==> src/rtl/tx_scheduler.sv <==
// Round-robin arbiter sharing one two-byte serial transmitter among N_REQ requesters.
// Latches the granted word, drives start/data, and acks or aborts via the transmitter's state/done.
module tx_scheduler #(
    parameter int N_REQ   = 4,
    parameter int TIMEOUT = 48
) (
    input  logic                 clk,
    input  logic                 rst_n,
    input  logic [N_REQ-1:0]     req,
    input  logic [16*N_REQ-1:0]  req_data,
    output logic [N_REQ-1:0]     ack,
    output logic                 tx_start,
    output logic [15:0]          tx_data,
    input  logic                 tx_done,
    input  logic [1:0]           tx_state,
    output logic                 busy,
    output logic [2:0]           grant_id,
    output logic                 timeout_err
);
    localparam int CW = $clog2(TIMEOUT) + 1;
    localparam logic [CW-1:0] TERM = CW'(TIMEOUT - 1);

    typedef enum logic [1:0] {S_IDLE, S_START, S_WAIT, S_DONE} state_t;

    state_t          state_q, state_d;
    logic [2:0]      ptr_q, ptr_d;
    logic [2:0]      grant_q, grant_d;
    logic [CW-1:0]   cnt_q, cnt_d;
    logic            start_q, start_d;
    logic [15:0]     data_q, data_d;
    logic            terr_q, terr_d;

    logic            found;
    logic [2:0]      sel;
    logic [2:0]      ptr_next;

    // First asserted request at or above ptr, wrapping modulo N_REQ.
    always_comb begin
        int idx;
        found = 1'b0;
        sel   = '0;
        idx   = 0;
        for (int k = 0; k < N_REQ; k++) begin
            idx = int'(ptr_q) + k;
            if (idx >= N_REQ) idx = idx - N_REQ;
            if (!found && req[idx]) begin
                found = 1'b1;
                sel   = 3'(idx);
            end
        end
    end

    assign ptr_next = (grant_q == 3'(N_REQ - 1)) ? 3'd0 : grant_q + 3'd1;

    always_comb begin
        state_d = state_q;
        ptr_d   = ptr_q;
        grant_d = grant_q;
        cnt_d   = cnt_q;
        start_d = start_q;
        data_d  = data_q;
        terr_d  = 1'b0;
        unique case (state_q)
            S_IDLE: begin
                if (found) begin
                    grant_d = sel;
                    data_d  = req_data[16*int'(sel) +: 16];
                    start_d = 1'b1;
                    cnt_d   = '0;
                    state_d = S_START;
                end
            end
            S_START: begin
                if (tx_state != 2'd0) begin
                    start_d = 1'b0;
                    cnt_d   = '0;
                    state_d = S_WAIT;
                end else if (cnt_q == TERM) begin
                    start_d = 1'b0;
                    terr_d  = 1'b1;
                    ptr_d   = ptr_next;
                    state_d = S_IDLE;
                end else begin
                    cnt_d = cnt_q + 1'b1;
                end
            end
            S_WAIT: begin
                // Done beats a timeout landing on the same cycle.
                if (tx_done) begin
                    state_d = S_DONE;
                end else if (cnt_q == TERM) begin
                    terr_d  = 1'b1;
                    ptr_d   = ptr_next;
                    state_d = S_IDLE;
                end else begin
                    cnt_d = cnt_q + 1'b1;
                end
            end
            S_DONE: begin
                ptr_d   = ptr_next;
                state_d = S_IDLE;
            end
            default: state_d = S_IDLE;
        endcase
    end

    always_ff @(posedge clk or negedge rst_n) begin
        if (!rst_n) begin
            state_q <= S_IDLE;
            ptr_q   <= '0;
            grant_q <= '0;
            cnt_q   <= '0;
            start_q <= 1'b0;
            data_q  <= '0;
            terr_q  <= 1'b0;
        end else begin
            state_q <= state_d;
            ptr_q   <= ptr_d;
            grant_q <= grant_d;
            cnt_q   <= cnt_d;
            start_q <= start_d;
            data_q  <= data_d;
            terr_q  <= terr_d;
        end
    end

    always_comb begin
        for (int i = 0; i < N_REQ; i++)
            ack[i] = (state_q == S_DONE) && (grant_q == 3'(i));
    end

    assign tx_start    = start_q;
    assign tx_data     = data_q;
    assign busy        = (state_q != S_IDLE);
    assign grant_id    = grant_q;
    assign timeout_err = terr_q;

endmodule

==> config.mk <==
export PLATFORM = sky130hd
export DESIGN_NAME = tx_scheduler
export DESIGN_NICKNAME = d
export VERILOG_FILES = /design/src/rtl/tx_scheduler.sv
export SDC_FILE = /design/constraint.sdc
export NUM_CORES = 1
export LEC_CHECK = 0
export BUFFER_PORTS_ARGS = -buffer_cell sky130_fd_sc_hd__buf_2
export CORE_MARGIN = 2
export CORE_UTILIZATION = 45
export CTS_CLUSTER_SIZE = 20
export DETAILED_ROUTE_END_ITERATION = 6
export PLACE_DENSITY = 0.75
export SLEW_MARGIN = 20
export SYNTH_ARGS = -nofsm -noshare
export SYNTH_HDL_FRONTEND = slang
export SYNTH_SLANG_ARGS = --single-unit
==> constraint.sdc <==
create_clock -name clk -period 6.5 [get_ports clk]
set_input_delay 1.3 -clock clk [delete_from_list [all_inputs] [get_ports clk]]
set_output_delay 1.3 -clock clk [all_outputs]
set_load 0.05 [all_outputs]
==> metrics <==
design area=0.00306 sq mm; initial core utilization=a little under half; first-pass GRT wire length=9070 um; die height=around 80 um; drt total wl=5480 um; grt ovf=0; post-cts sizing count=0; Net Count, Synth=~330; TritonCTS clock tree=built; worst r2r path cells=9; Setup CP Type=flop to flop; Layout Area Growth over Synthesis=23.1%; Setup TNS=0 ns; Distinct cells, synth=44; max_cap viols=0; Nets=420; Hold Fails Final Rpt=0; Seq cells post-synth=33; RSZ-0062 raised after global routing=false; CTS Root Cell=clkbuf_8; drt wl/cell=between 10 and 15 um; Tmin final=just over 3 ns; Critical Path Max Stage Delay=roughly 0.66 ns; Leak Pwr=around 0.0016 uW; Initial DRC Count=roughly 140; Post-Place Cell Area=0.00295 sq mm; CP most frequent cell=mux2i_1; Port Buffers=98; Num CTS Buffers=5; Final setup viols=0; setup bufs post-CTS=0; yosys warns=0; DR vias=between 2000 and 2500; synthesized area=between 0.002 and 0.0025 sq mm; hold buffer count at cts=0; ant diodes=0; Critical path origin=ptr_q[0]; Final Skew=roughly 0.011 ns; Arr. time, crit path=approximately 3.2 ns; worst hold start=tx_data[1]; final period utilization=a little under half; DRT antenna net count=0; vias per cell=around 5.2; max_slew headroom=roughly two fifths; initial antenna violation count=0; die area=approximately 0.0061 sq mm; Crit-path slowest cell=dfrtp_1; post-DP HPWL=about 4200 um; clk sink count=33; Slew Viols, Final=0; Total GRT Usage=19.0%; cells after synthesis=244; clk slew on worst S/H paths=approximately 0.080 ns; hold crit path type=flop to flop; Clock Path Buffers=2; Reg-to-Reg End=tx_data[12]; Main synth FF type=dfrtp_1; Slew @ Worst Pin=roughly 0.9 ns; clk_lat worst skew=approximately 0.29 ns; Peak VDD IR=0.265 mV; largest net degree at the start of global routing=34; CP Capture Type=flop; Core ar.=~0.0054 sq mm; status=completed; first-pass detailed-route iteration total=4; row count=27; Placer Congestion=between 0.8 and 0.9; io pins=roughly 100; vias in the first global route=approximately 2000; RR Startpoint=ptr_q[0]; number of synthesized flops with an enable pin=0; fmax=~330 MHz; PwrDens=approximately 520 mW/mm^2; CP max FO=33; die width=between 70 and 80 um; final std cells w/o fill=slightly above 400; syn_area_per_cell=approximately 10 sq um; asr flop ratio synth=100%; hold_ws=approximately 0.51 ns; CTS H-tree lvls=2; placed cell count=400; Seq/Total Area, Yosys=approximately 33%; CP required=between 6 and 7 ns; Worst setup SP type=flop; worst path cell trace=inv_1, ha_1, or4b_1, nand4_1, a21oi_4, buf_4, mux2i_1, mux2i_1, a22o_1; share of layout cells above drive strength 1=36.0%; r2r setup slk=between 3 and 4 ns; DRC violations left=0; Critical Path End=tx_data[12]
synth_stat cells (3+ instances only):
| master | n | area (sq um) |
|---|---|---|
| buf_6 | 7 | 78.8 |
| inv_1 | 12 | 45.0 |
| and2_1 | 6 | 37.5 |
| dfrtp_1 | 33 | 826 |
| nand2_1 | 14 | 52.6 |
| buf_2 | 3 | 15.0 |
| o21ai_0 | 11 | 55.1 |
| nor2b_1 | 7 | 43.8 |
| a22o_1 | 18 | 158 |
| mux2_2 | 5 | 56.3 |
| nor2_1 | 13 | 48.8 |
| a21oi_1 | 10 | 50.1 |
| mux2i_1 | 51 | 510 |
| ha_1 | 12 | 150 |
critical path: cells and delay by family, from the launching register on:
| family | cells | cell delay [ns] |
|---|---|---|
| DFF | 1 | 0.66 |
| and+or+nand+nor | 2 | 0.72 |
| AOI/OAI and AO/OA | 2 | 0.30 |
| adders and majority gates | 1 | 0.48 |
| buffers and inverters | 2 | 0.42 |
| muxes | 2 | 0.35 |
kinds of logic after synthesis:
logic type                 share of synthesized area [%]
AOI/OAI and AO/OA                                   15.5
adders and majority gates                           6.04
buffers and inverters                               7.29
DFF                                                 33.2
muxes                                               24.6
and+or+nand+nor                                     13.3
cells in the final DEF (no fill, tap or decap), types with 2 or more instances in the layout:
cell	instances
ha_1	12
nand2_1	14
a211oi_1	2
a31oi_1	2
a21o_1	2
nor3_1	2
nor2b_1	7
inv_1	12
a21oi_1	10
mux4_2	2
o21ai_0	11
buf_2	98
or3_1	2
nand3_1	2
mux2i_1	51
mux2_2	5
a32o_1	2
nor2_1	13
a22o_1	18
clkbuf_8	5
dfrtp_1	33
and2_1	6
and3_1	2
registers in the layout, summed over array words and instances, names as in the netlist:
| signal | flops |
|---|---|
| state_q | 2 |
| ptr_q | 3 |
| cnt_q | 7 |
| grant_id | 3 |
| tx_data | 16 |
| tx_start | 1 |
| timeout_err | 1 |
per-layer routing:
| metal | part of all wire [%] | track usage (%) | wire length (um) | vias up |
|---|---|---|---|---|
| met2 | 47 | 30.7 | 2550 | 76 |
| met5 | 0 | 0 | 0 | - |
| met1 | 45 | 24.3 | 2490 | 979 |
| li1 | - | - | - | 1070 |
| met3 | 6.5 | 4.94 | 354 | 5 |
| met4 | 1.4 | 7.37 | 77 | 0 |
cell type report:
type                    instances  area, sq um
inverters                      12         45.0
flip-flops and latches         33          826
clock buffers                   5         68.8
multi-input cells             184         1490
repair buffers                 99          498
fillers                       510         2340
clock inverters                 3         46.3
well taps                      72         90.1
worst min path at each step:
stage,endpoint,slack [ns],cells past startpoint
CTS,tx_data[1],0.51,1
detailed placement,tx_data[6],0.49,1
global placement,tx_data[14],0.48,1
global route,tx_data[6],0.52,1
finish,tx_data[1],0.51,1
floorplan,cnt_q[1],0.48,1
through the flow:
step | setup WS (ns) | utilization, % | total power, uW
floorplan | 3.62 | - | 1260
global placement | 3.34 | 54.5 | 1400
detailed placement | 3.24 | 54.5 | 1420
CTS | 3.42 | 56.6 | 1620
global route | 3.23 | 56.6 | 1730
finish | 3.44 | 56.6 | 1600
power breakdown:
group / switching (uW) / internal (uW) / leakage [uW]
registers: 79.0 / 289 / 0.000418
clock network: 83.6 / 115 / 0.0000543
logic: 636 / 402 / 0.00116
total: 799 / 806 / 0.00163
Power figures use the tool's default switching activity.
